File: config.mk
export PLATFORM = sky130hd
export DESIGN_NAME = instr_fetch_unit
export DESIGN_NICKNAME = d
export VERILOG_FILES = /design/src/rtl/instr_fetch_unit.sv
export SDC_FILE = /design/constraint.sdc
export NUM_CORES = 1
export LEC_CHECK = 0
export ABC_AREA = 1
export CORE_AREA = 2 2 103 130
export DETAILED_ROUTE_END_ITERATION = 6
export DIE_AREA = 0 0 105 132
export PLACE_DENSITY = 0.66
export SYNTH_ARGS = -nofsm -noshare
export SYNTH_HDL_FRONTEND = slang
export SYNTH_SLANG_ARGS = --single-unit
File: constraint.sdc
create_clock -name Clock -period 4.42 [get_ports Clock]
set_clock_uncertainty 0.05 [all_clocks]
set_input_delay 0.442 -clock Clock [delete_from_list [all_inputs] [get_ports Clock]]
set_output_delay 0.442 -clock Clock [all_outputs]
set_load 0.005 [all_outputs]
File: src/rtl/instr_fetch_unit.sv
// instr_fetch_unit: fetch stage behind a combinational instruction ROM.
// Owns the PC and registers each issued instruction for the execute stage.
// JMP and NOP delays are resolved here, so execute only sees issued work.
// Optional feature: define FETCH_PERF_EN to add the oIssueCount output.
`ifndef NOP
`define NOP 4'h0
`endif
`ifndef JMP
`define JMP 4'h9
`endif

module instr_fetch_unit #(
   parameter logic [15:0] RESET_PC   = 16'h0000,
   parameter int          WAIT_WIDTH = 24
) (
   input  logic        Clock,
   input  logic        Reset,
   input  logic        iStall,
   input  logic [27:0] iInstruction,
   output logic [15:0] oAddress,
   output logic [27:0] oInstruction,
   output logic        oValid,
   output logic [3:0]  oOpcode,
   output logic [7:0]  oDest,
   output logic [7:0]  oSrc1,
   output logic [7:0]  oSrc0,
   output logic [15:0] oImm,
   output logic        oWaiting
`ifdef FETCH_PERF_EN
   ,
   output logic [31:0] oIssueCount
`endif
);

   typedef enum logic {S_FETCH, S_WAIT} state_t;

   state_t                state, state_n;
   logic [15:0]           pc, pc_n;
   logic [27:0]           instr, instr_n;
   logic                  valid, valid_n;
   logic [WAIT_WIDTH-1:0] cnt, cnt_n;

   logic [3:0]  in_op;
   logic [23:0] in_delay;

   assign in_op    = iInstruction[27:24];
   assign in_delay = iInstruction[23:0];

   // State and pipeline registers; everything holds when next == current.
   always_ff @(posedge Clock or negedge Reset) begin
      if (!Reset) begin
         state <= S_FETCH;
         pc    <= RESET_PC;
         instr <= '0;
         valid <= 1'b0;
         cnt   <= '0;
      end else begin
         state <= state_n;
         pc    <= pc_n;
         instr <= instr_n;
         valid <= valid_n;
         cnt   <= cnt_n;
      end
   end

   // Next-state logic: stall freezes every register, otherwise fetch or count down.
   always_comb begin
      state_n = state;
      pc_n    = pc;
      instr_n = instr;
      valid_n = valid;
      cnt_n   = cnt;
      if (!iStall) begin
         case (state)
            S_FETCH: begin
               if (in_op == `JMP) begin
                  // Jump is a bubble; the last issued instruction stays visible.
                  pc_n    = {8'h00, iInstruction[23:16]};
                  valid_n = 1'b0;
               end else begin
                  instr_n = iInstruction;
                  valid_n = 1'b1;
                  pc_n    = pc + 16'd1;
                  if (in_op == `NOP && in_delay != 24'd0) begin
                     cnt_n   = WAIT_WIDTH'(in_delay);
                     state_n = S_WAIT;
                  end
               end
            end
            S_WAIT: begin
               // Exactly D edges spent here; leaving on the edge where cnt==1.
               valid_n = 1'b0;
               cnt_n   = cnt - WAIT_WIDTH'(1);
               if (cnt == WAIT_WIDTH'(1))
                  state_n = S_FETCH;
            end
            default: state_n = S_FETCH;
         endcase
      end
   end

`ifdef FETCH_PERF_EN
   logic [31:0] issue_cnt;

   // Count every edge that loads a real instruction into the output register.
   always_ff @(posedge Clock or negedge Reset) begin
      if (!Reset)
         issue_cnt <= '0;
      else if (!iStall && valid_n)
         issue_cnt <= issue_cnt + 32'd1;
   end

   assign oIssueCount = issue_cnt;
`endif

   assign oAddress     = pc;
   assign oInstruction = instr;
   assign oValid       = valid;
   assign oWaiting     = (state == S_WAIT);
   assign oOpcode      = instr[27:24];
   assign oDest        = instr[23:16];
   assign oSrc1        = instr[15:8];
   assign oSrc0        = instr[7:0];
   assign oImm         = instr[15:0];

endmodule
==> results of run 1 <==
## final timing paths
path                       startpoint     endpoint  slack, ns
setup / recovery             oWaiting  oAddress[3]       1.89
hold / removal                  Reset       cnt[7]       0.12
max in group asynchronous       Reset     oWaiting       3.21
hold reg to reg                oValid       oValid       0.45
min in group Clock             oValid       oValid       0.45
setup reg to reg             oWaiting  oAddress[3]       1.89
## layer usage
| layer | wire [µm] | up-vias | GRT usage | part of all wire |
|---|---|---|---|---|
| li1 | - | 2055 | - | - |
| met1 | 5220 | 2028 | 0.2196 | 0.42 |
| met2 | 6329 | 126 | 0.3124 | 0.51 |
| met3 | 568 | 17 | 0.03213 | 0.046 |
| met4 | 224 | 0 | 0.07481 | 0.018 |
| met5 | 0 | - | 0 | 0 |
## layout make-up
type / instances / area, µm² / area share
Clock buffer: 13 / 250.2 / 0.04414
Clock inverter: 3 / 67.56 / 0.01192
Inverter: 51 / 191.4 / 0.03377
Multi-Input combinational cell: 436 / 1979 / 0.3492
Sequential cell: 70 / 1752 / 0.3090
Tap cell: 168 / 210.2 / 0.03708
Timing Repair Buffer: 123 / 1219 / 0.2150
## metrics by stage
step | hold WS [ns] | cell area (µm²) | instances
global route | 0.1746 | 5669 | 864
finish | 0.1157 | 5669 | 864
CTS | 0.1421 | 5669 | 864
global placement | 0.4374 | 5351 | 848
floorplan | 0.09641 | 4362 | 619
detailed placement | 0.4350 | 5351 | 848
## power groups by stage
stage | logic [mW] | registers [mW] | clock network, mW
detailed placement | 1.22 | 1.08 | 0
floorplan | 0.778 | 1.03 | 0
finish | 1.22 | 1.08 | 0.781
global route | 1.37 | 1.11 | 0.819
global placement | 1.20 | 1.08 | 0
CTS | 1.23 | 1.08 | 0.790
## cell families (layout without fill, tap and decap cells)
| kind of cell | after synthesis | count (layout) | synth area share |
|---|---|---|---|
| AOI/OAI and AO/OA | 60 | 60 | 0.08204 |
| xor gates and xnor gates | 1 | 1 | 0.002008 |
| adders and majority gates | 3 | 3 | 0.008607 |
| buffers and inverters | 113 | 190 | 0.1446 |
| DFF | 70 | 70 | 0.4016 |
| and+or+nand+nor | 372 | 372 | 0.3612 |
## state kept, by name (all words and copies together), names as in the netlist
name / count
cnt: 24
oAddress: 16
oInstruction: 28
oValid: 1
oWaiting: 1
## synth_stat cells, types with 3 or more instances
cell / count / share of area
sky130_fd_sc_hd__a21o_1: 5 / 0.0086
sky130_fd_sc_hd__a21oi_1: 9 / 0.010
sky130_fd_sc_hd__buf_2: 9 / 0.010
sky130_fd_sc_hd__buf_4: 46 / 0.079
sky130_fd_sc_hd__buf_6: 3 / 0.0077
sky130_fd_sc_hd__clkbuf_1: 4 / 0.0034
sky130_fd_sc_hd__dfrtp_1: 70 / 0.40
sky130_fd_sc_hd__ha_1: 3 / 0.0086
sky130_fd_sc_hd__inv_1: 50 / 0.043
sky130_fd_sc_hd__nand2_1: 237 / 0.20
sky130_fd_sc_hd__nand2_2: 3 / 0.0043
sky130_fd_sc_hd__nand3_1: 46 / 0.053
sky130_fd_sc_hd__nand4_1: 9 / 0.013
sky130_fd_sc_hd__nor2_1: 53 / 0.046
sky130_fd_sc_hd__nor2_2: 8 / 0.011
sky130_fd_sc_hd__nor2_4: 4 / 0.010
sky130_fd_sc_hd__o21ai_0: 28 / 0.032
sky130_fd_sc_hd__o21ai_1: 3 / 0.0034
sky130_fd_sc_hd__o22ai_1: 4 / 0.0057
sky130_fd_sc_hd__or2_2: 4 / 0.0057
## worst register-to-register path: cells and delay by family, from the launching register on
| family | cells | cell delay (ns) |
|---|---|---|
| flip-flops | 1 | 0.58 |
| AND/OR/NAND/NOR | 4 | 1.19 |
| buffers and inverters | 1 | 0.45 |
| AO/OA/AOI/OAI | 1 | 0.14 |
==> metrics.log, run 1 <==
INFO  metric synth_ff_type = sky130_fd_sc_hd__dfrtp_1
INFO  metric drc_errors = 0
INFO  metric syn_area_cell = 7.046 µm²
INFO  metric leakagePower = 2.735 nW
INFO  metric synth-seq-area-share = 0.4016
INFO  metric p_seq_frac = 0.351
INFO  metric worst-path-max-fanout = 21
INFO  metric drt_first_iter_violations = 261
INFO  metric cts_buf_count = 9
INFO  metric crit_slowest_cell = sky130_fd_sc_hd__dfrtp_1
INFO  metric fmaxAchievable = 0.3952 GHz
INFO  metric initial_antenna_violation_count = 0
INFO  metric ys_async_sr_fraction = 1.000
INFO  metric pin_count_of_the_biggest_net_entering_global_routing = 42
INFO  metric share_clk_of_total_power = 0.253
INFO  metric max_cap_violations = 0
INFO  metric path_buf_inv = 1
INFO  metric cts_setup_buffers = 0
INFO  metric timing.critical_path.to_type = flop
INFO  metric cp-start-kind = flop
INFO  metric clkTransAtPathRegs = 0.06 ns
INFO  metric power.density_cell_area = 543.8 mW/mm²
INFO  metric result_of_the_run = complete, no violations
INFO  metric globalplace.congestion = 0.8885
INFO  metric crit_chain = nor2_2 > nand2_1 > inv_2 > nand3b_1 > o21ai_0 > nor2_1
INFO  metric final_core_util = 0.4518
INFO  metric dieHeight = 132 µm
INFO  metric top_level_ports = 121
INFO  metric timing.reg2reg.worst_path_depth = 6
INFO  metric setup_ws = 1.890 ns
INFO  metric numPortBuffers = 120
INFO  metric synthesis.yosys.warnings = 0
INFO  metric max_slew.worst_pin.slew = 0.7601 ns
INFO  metric cts_resized = 0
INFO  metric critical-path-max-stage-delay = 0.58 ns
INFO  metric final-max-slew-violation-count = 0
INFO  metric grt_pass1_vias = 4085
INFO  metric dr_total_vias = 4226
INFO  metric finalNetCount = 725
INFO  metric flip_flop_and_latch_count_after_synthesis = 70
INFO  metric detail_route.wirelength = 12340 µm
INFO  metric crit_type = reg2reg
INFO  metric total_power = 3.083 mW
INFO  metric critical-path-top-delay-family = simple AND/OR/NAND/NOR gates
INFO  metric rsz0062_at_grt = false
INFO  metric tmin_final = 2.530 ns
INFO  metric fillerInstances = 1303
INFO  metric floorplan.rows = 46
INFO  metric routedWlPerCell = 14.28 µm
INFO  metric synth_cells = 619
INFO  metric count_of_cell_types_in_the_netlist = 35
INFO  metric layout.cells.most_common_list = 237 x sky130_fd_sc_hd__nand2_1, 119 x sky130_fd_sc_hd__clkdlybuf4s50_1, 70 x sky130_fd_sc_hd__dfrtp_1
INFO  metric globalRouteOverflowTotal = 0
INFO  metric combinationalPowerShare = 0.396
INFO  metric critical_path_required = 4.57 ns
INFO  metric final.period_utilization = 0.5724
INFO  metric final-setup-viol-count = 0
INFO  metric netlist_area = 0.004362 mm²
INFO  metric core_region_area = 0.01255 mm²
INFO  metric hold_path.class = in2async
INFO  metric drt.antenna.violating_nets = 0
INFO  metric swShare = 0.3680
INFO  metric critical_path_depth = 6
INFO  metric cts_tree = done
INFO  metric cts_max_level = 3
INFO  metric synth_fp_nets = 653
INFO  metric final-hold-violation-count = 0
INFO  metric place_hpwl = 9082 µm
INFO  metric initial_utilization = 0.3476
INFO  metric via_per_inst = 4.891
INFO  metric root_buffer = sky130_fd_sc_hd__clkbuf_16
INFO  metric grt_usage = 0.1803
INFO  metric worst_path_arrival_time = 2.68 ns
INFO  metric mostFrequentLayoutCell = sky130_fd_sc_hd__nand2_1
INFO  metric antenna_cells_inserted = 0
INFO  metric area_growth_syn_to_layout = 29.98%
INFO  metric die_w = 105 µm
INFO  metric first_pass_iters = 5
INFO  metric grt_first_pass_wirelength = 20270 µm
INFO  metric worstSkewPairLatency = 0.33 ns
INFO  metric drive_above_1_share = 0.05747
INFO  metric fp.dieArea = 0.01386 mm²
INFO  metric cts.sink_count = 70
INFO  metric setup_tns = 0 ns
INFO  metric net-switching-power = 1.135 mW
INFO  metric ir_drop = 0.0002695 V
INFO  metric cts.path.max_buffers = 2
INFO  metric max-slew-margin-rel = 0.4927
INFO  metric synth-edff-count = 0
INFO  metric internal_power = 1.948 mW
INFO  metric postCtsHoldBufs = 0
INFO  metric place_worst_setup_slack = 1.646 ns
Note: power is estimated with default switching activity, not from simulation.
==> run 2, diff against run 1 <==
clock period = 2.5 ns   (was 4.42 ns; I/O delays follow)
==> metrics.log, run 2 (synthesized netlist as in run 1, its figures left out) <==
INFO  metric result_of_the_run = complete, no violations
INFO  metric area_growth_syn_to_layout = 31.15%
INFO  metric initial_utilization = 0.3476
INFO  metric rsz0062_at_grt = false
INFO  metric fmaxAchievable = 0.5633 GHz
INFO  metric postCtsHoldBufs = 1
INFO  metric tmin_final = 1.775 ns
INFO  metric crit_type = reg2reg
INFO  metric worst-path-max-fanout = 7
INFO  metric finish.instance_area = 0.005720 mm²
INFO  metric finalNetCount = 731
INFO  metric final.period_utilization = 0.7101
INFO  metric max_slew.worst_pin.slew = 0.4315 ns
INFO  metric drc_errors = 0
INFO  metric ir_drop = 0.0005085 V
INFO  metric drt_first_iter_violations = 189
INFO  metric floorplan.rows = 46
INFO  metric path_buf_inv = 1
INFO  metric first_pass_iters = 5
INFO  metric setup_tns = 0 ns
INFO  metric leakagePower = 2.769 nW
INFO  metric crit_slowest_cell = sky130_fd_sc_hd__dfrtp_1
INFO  metric worst_path_arrival_time = 1.95 ns
INFO  metric grt_first_pass_wirelength = 20890 µm
INFO  metric max-slew-margin-rel = 0.7117
INFO  metric cts.path.max_buffers = 2
INFO  metric critical_path_depth = 11
INFO  metric detail_route.wirelength = 12280 µm
INFO  metric dr_total_vias = 4180
INFO  metric timing.critical_path.to_type = flop
INFO  metric timing.reg2reg.worst_path_depth = 11
INFO  metric max_cap_violations = 0
INFO  metric core_region_area = 0.01255 mm²
INFO  metric dieHeight = 132 µm
INFO  metric cts_tree = done
INFO  metric r2r_end = cnt[16]
INFO  metric fp.dieArea = 0.01386 mm²
INFO  metric crit_path_launch = cnt[0]
INFO  metric final_cells = 869
INFO  metric rr_startpoint = cnt[0]
INFO  metric critical_path_required = 2.68 ns
INFO  metric via_per_inst = 4.810
INFO  metric root_buffer = sky130_fd_sc_hd__clkbuf_16
INFO  metric reg2reg_setup_slack = 0.72 ns
INFO  metric power.density_cell_area = 947.4 mW/mm²
INFO  metric cts_resized = 0
INFO  metric hold_path.class = in2async
INFO  metric cts_buf_count = 9
INFO  metric final-max-slew-violation-count = 0
INFO  metric drive_above_1_share = 0.06705
INFO  metric globalplace.congestion = 0.9157
INFO  metric antenna_cells_inserted = 0
INFO  metric number_of_flip_flops_under_the_largest_register_name = 28
INFO  metric cpMostUsedCell = sky130_fd_sc_hd__nand2_1
INFO  metric grt_usage = 0.1850
INFO  metric pin_count_of_the_biggest_net_entering_global_routing = 71
INFO  metric cp-start-kind = flop
INFO  metric worstSkewPairLatency = 0.34 ns
INFO  metric initial_antenna_violation_count = 0
INFO  metric top_level_ports = 121
INFO  metric mostFrequentLayoutCell = sky130_fd_sc_hd__nand2_1
INFO  metric numPortBuffers = 120
INFO  metric critical-path-max-stage-delay = 0.42 ns
INFO  metric dp.cells = 853
INFO  metric routedWlPerCell = 14.13 µm
INFO  metric final-setup-viol-count = 0
INFO  metric layout.cells.most_common_list = 237 x sky130_fd_sc_hd__nand2_1, 119 x sky130_fd_sc_hd__clkdlybuf4s50_1, 70 x sky130_fd_sc_hd__dfrtp_1
INFO  metric place_hpwl = 9068 µm
INFO  metric final-hold-violation-count = 0
INFO  metric globalRouteOverflowTotal = 0
INFO  metric drt.antenna.violating_nets = 0
INFO  metric die_w = 105 µm
INFO  metric cts_setup_buffers = 0
INFO  metric clkTransAtPathRegs = 0.05 ns
INFO  metric cts_max_level = 3
INFO  metric detailed_place.area = 0.005401 mm²
INFO  metric crit_chain = inv_1 > ha_1 > nand2_2 > nor2_4 > nand2_1 > nand2_1 > nand2_1 > nand2_1 > o21ai_0 > nand2_1 > nand2_1
INFO  metric critical-path-top-delay-family = simple AND/OR/NAND/NOR gates
INFO  metric cts.sink_count = 70
INFO  metric grt_pass1_vias = 4215
-- run 2: cell count changes in the layout (fill, tap and decap cells not counted), sizes merged --
cell and change:
dlygate4sd3 +1, bufinv -1, buf +5, clkinv +1, clkbuf -1
-- run 2: worst max-delay path by stage --
stage | endpoint
global route | cnt[12]
global placement | oWaiting
CTS | cnt[16]
floorplan | cnt[6]
finish | cnt[16]
detailed placement | oWaiting
-- run 2: stage by stage --
stage,hold WS [ns],total power [mW],setup WS [ns],util
2_1_floorplan,-0.09559,3.194,0.9791,-
3_3_place_gp,0.2667,4.050,0.3799,0.4305
3_5_place_dp,0.2550,4.104,0.4160,0.4305
4_1_cts,0.4390,5.473,0.7307,0.4559
5_1_grt,0.4544,5.823,0.5807,0.4559
6_report,0.4246,5.419,0.7247,0.4559
-- run 2: final cells by class --
class                           instances  area [µm²]
Sequential cell                        70        1752
Fill cell                            1307        6827
Clock inverter                          3       42.54
Inverter                               51       191.4
Multi-Input combinational cell        436        1979
Tap cell                              168       210.2
Timing Repair Buffer                  129        1279
Clock buffer                           12       266.5
-- run 2: per-layer routing --
layer,global-route usage,vias to the layer above,share of wire
met4,0.06593,0,0.022
li1,-,2074,-
met3,0.03757,19,0.041
met2,0.3250,115,0.53
met1,0.2230,1972,0.41
met5,0,-,0
-- run 2: where the power goes --
group | internal (mW) | switching, mW
registers | 1.47 | 0.424
logic | 1.09 | 1.11
clock network | 0.846 | 0.478
-- run 2: tightest hold or removal path: stages --
cell	delay [ns]
sky130_fd_sc_hd__dlygate4sd3_1	0.52
sky130_fd_sc_hd__buf_2	0.12
sky130_fd_sc_hd__buf_12	0.32
==> run 3, diff against run 2 <==
PLACE_DENSITY = 0.68   (was 0.66)
clock period = 1.5 ns   (was 2.5 ns; I/O delays follow)
==> metrics.log, run 3 (synthesized netlist as in run 1, its figures left out) <==
INFO  metric result_of_the_run = complete, but fails checks
INFO  metric fillerInstances = 1204
INFO  metric via_per_inst = 4.865
INFO  metric leakagePower = 3.382 nW
INFO  metric grt_most_used_layer = met2
INFO  metric area_occupied_by_multi_input_gates = 0.002235 mm²
INFO  metric fmaxAchievable = 0.6590 GHz
INFO  metric critical-path-max-stage-delay = 0.39 ns
INFO  metric drt_first_iter_violations = 289
INFO  metric setup_tns = -0.02491 ns
INFO  metric setup_ws = -0.01743 ns
INFO  metric dr_total_vias = 4651
INFO  metric tmin_final = 1.517 ns
INFO  metric crit_type = reg2reg
INFO  metric dieHeight = 132 µm
INFO  metric max_cap_violations = 0
INFO  metric clkTransAtPathRegs = 0.06 ns
INFO  metric internal_power = 6.291 mW
INFO  metric path_buf_inv = 0
INFO  metric core_region_area = 0.01255 mm²
INFO  metric pin_count_of_the_biggest_net_entering_global_routing = 71
INFO  metric grt.met1_usage = 0.2438
INFO  metric final-setup-viol-count = 3
INFO  metric max-slew-margin-rel = 0.7321
INFO  metric cp-start-kind = flop
INFO  metric drt.antenna.violating_nets = 0
INFO  metric globalplace.congestion = 0.9083
INFO  metric cts_tree = done
INFO  metric final_cells = 956
INFO  metric final-max-slew-violation-count = 0
INFO  metric holdCritStartpoint = iInstruction[27]
INFO  metric floorplan.rows = 46
INFO  metric die_w = 105 µm
INFO  metric worstSkewPairLatency = 0.34 ns
INFO  metric area_growth_syn_to_layout = 54.36%
INFO  metric cts_buf_count = 9
INFO  metric drive_above_1_share = 0.2386
INFO  metric net-switching-power = 3.910 mW
INFO  metric cts.sink_count = 70
INFO  metric ir_drop = 0.0006506 V
INFO  metric antenna_cells_inserted = 0
INFO  metric layout.cells.most_common_list = 225 x sky130_fd_sc_hd__nand2_1, 102 x sky130_fd_sc_hd__clkdlybuf4s50_1, 82 x sky130_fd_sc_hd__buf_4
INFO  metric final.period_utilization = 1.012
INFO  metric hold-path-cell-count = 3
INFO  metric grt_first_pass_wirelength = 22070 µm
INFO  metric crit_chain = ha_2 > nand2_2 > nor2_4 > nand2_2 > nor2_4 > nand2_4 > o21ai_4 > a21oi_1
INFO  metric grt_pass1_vias = 4488
INFO  metric worst_path_arrival_time = 1.69 ns
INFO  metric share_clk_of_total_power = 0.210
INFO  metric worst-path-max-fanout = 4
INFO  metric timing.critical_path.to_type = flop
INFO  metric initial_antenna_violation_count = 0
INFO  metric critical_path_depth = 8
INFO  metric first_pass_iters = 5
INFO  metric gr-usage-met3 = 0.02916
INFO  metric finalNetCount = 817
INFO  metric fp.dieArea = 0.01386 mm²
INFO  metric initial_utilization = 0.3476
INFO  metric root_buffer = sky130_fd_sc_hd__clkbuf_16
INFO  metric globalRouteOverflowTotal = 0
INFO  metric place_hpwl = 9946 µm
INFO  metric drc_errors = 0
INFO  metric top_level_ports = 121
INFO  metric violations_in_the_final_reports = negative setup slack
INFO  metric mostFrequentLayoutCell = sky130_fd_sc_hd__nand2_1
INFO  metric crit_slowest_cell = sky130_fd_sc_hd__dfrtp_1
INFO  metric cts_max_level = 3
INFO  metric rsz0062_at_grt = true
INFO  metric critical-path-top-delay-family = simple AND/OR/NAND/NOR gates
INFO  metric combinationalPowerShare = 0.478
INFO  metric number_of_flip_flops_under_the_largest_register_name = 28
INFO  metric swShare = 0.3833
INFO  metric routedWlPerCell = 15.03 µm
INFO  metric hold_path.class = in2reg
INFO  metric dp.cells = 914
INFO  metric numPortBuffers = 120
INFO  metric detail_route.wirelength = 14370 µm
INFO  metric max_slew.worst_pin.slew = 0.4018 ns
INFO  metric met2_global_route_usage = 0.3456
INFO  metric critical_path_required = 1.68 ns
INFO  metric grt_usage = 0.1985
INFO  metric cts.path.max_buffers = 2
INFO  metric sequential_cell_area = 0.001758 mm²
INFO  metric power.density_cell_area = 1515 mW/mm²
INFO  metric rr_startpoint = oAddress[1]
INFO  metric final-hold-violation-count = 0
INFO  metric p_seq_frac = 0.312
INFO  metric timing.reg2reg.worst_path_depth = 8
INFO  metric crit_path_launch = oAddress[1]
[run 3: cell count changes in the layout (fill, tap and decap cells not counted), sizes merged]
cell	before	now
a21oi	10	11
dlygate4sd2	0	3
inv	51	49
clkdlybuf4s50	119	102
buf	9	92
clkinv	1	2
dlymetal6s2s	0	14
clkinvlp	1	5
[run 3: final cells by class]
cell class | count | area share
multi-input combinational | 437 | 0.3319
timing repair buffer | 214 | 0.3029
clock inverter | 6 | 0.009292
inverter | 51 | 0.02955
tap | 168 | 0.03122
clock buffer | 10 | 0.03401
sequential | 70 | 0.2611
[run 3: worst reg2reg max path, cell delays in order (launching register included)]
cell	delay (ns)
sky130_fd_sc_hd__dfrtp_1	0.39
sky130_fd_sc_hd__ha_2	0.21
sky130_fd_sc_hd__nand2_2	0.08
sky130_fd_sc_hd__nor2_4	0.10
sky130_fd_sc_hd__nand2_2	0.08
sky130_fd_sc_hd__nor2_4	0.14
sky130_fd_sc_hd__nand2_4	0.09
sky130_fd_sc_hd__o21ai_4	0.17
sky130_fd_sc_hd__a21oi_1	0.08
[run 3: final timing paths]
| path | endpoint | slack (ns) |
|---|---|---|
| max | oAddress[14] | -0.02 |
| min in group asynchronous | oInstruction[4] | 0.32 |
| max reg2reg | oAddress[14] | -0.02 |
| min | oInstruction[27] | 0.09 |
| max in group asynchronous | oAddress[4] | 0.74 |
| min reg2reg | oValid | 0.44 |
[run 3: power by group through the flow]
| stage | clock, mW | combinational [mW] | sequential (mW) |
|---|---|---|---|
| final | 2.15 | 4.88 | 3.18 |
| after global routing | 2.25 | 5.32 | 3.26 |
| after CTS | 2.17 | 4.51 | 3.11 |
| after detailed placement | 0 | 4.15 | 3.12 |
| after global placement | 0 | 4.08 | 3.10 |
| after floorplan | 0 | 2.30 | 3.03 |
[run 3: layer usage]
layer | routed length, µm | up-vias
met3 | 690 | 32
met1 | 5829 | 2201
met4 | 455 | 0
met5 | 0 | -
met2 | 7394 | 173
li1 | - | 2245
[run 3: repair_timing]
item	in CTS	in global routing
buffers inserted	12	10
gates resized for setup	26	71
setup endpoints to repair	33	55
gates cloned	1	2
pin swaps	8	33
hold endpoints to repair	70	0
hold buffers	1	0
[run 3: metrics by stage]
step	cell area, µm²	util	hold WS (ns)	setup slack [ns]	power [mW]
floorplan	4364	-	-0.1956	0.01604	5.329
global placement	5887	0.4692	0.1594	-0.5532	7.184
detailed placement	5887	0.4692	0.1640	-0.6535	7.275
CTS	6385	0.5089	0.3553	-0.01744	9.800
global route	6733	0.5366	0.09874	-0.1459	10.83
finish	6733	0.5366	0.08666	-0.01743	10.20
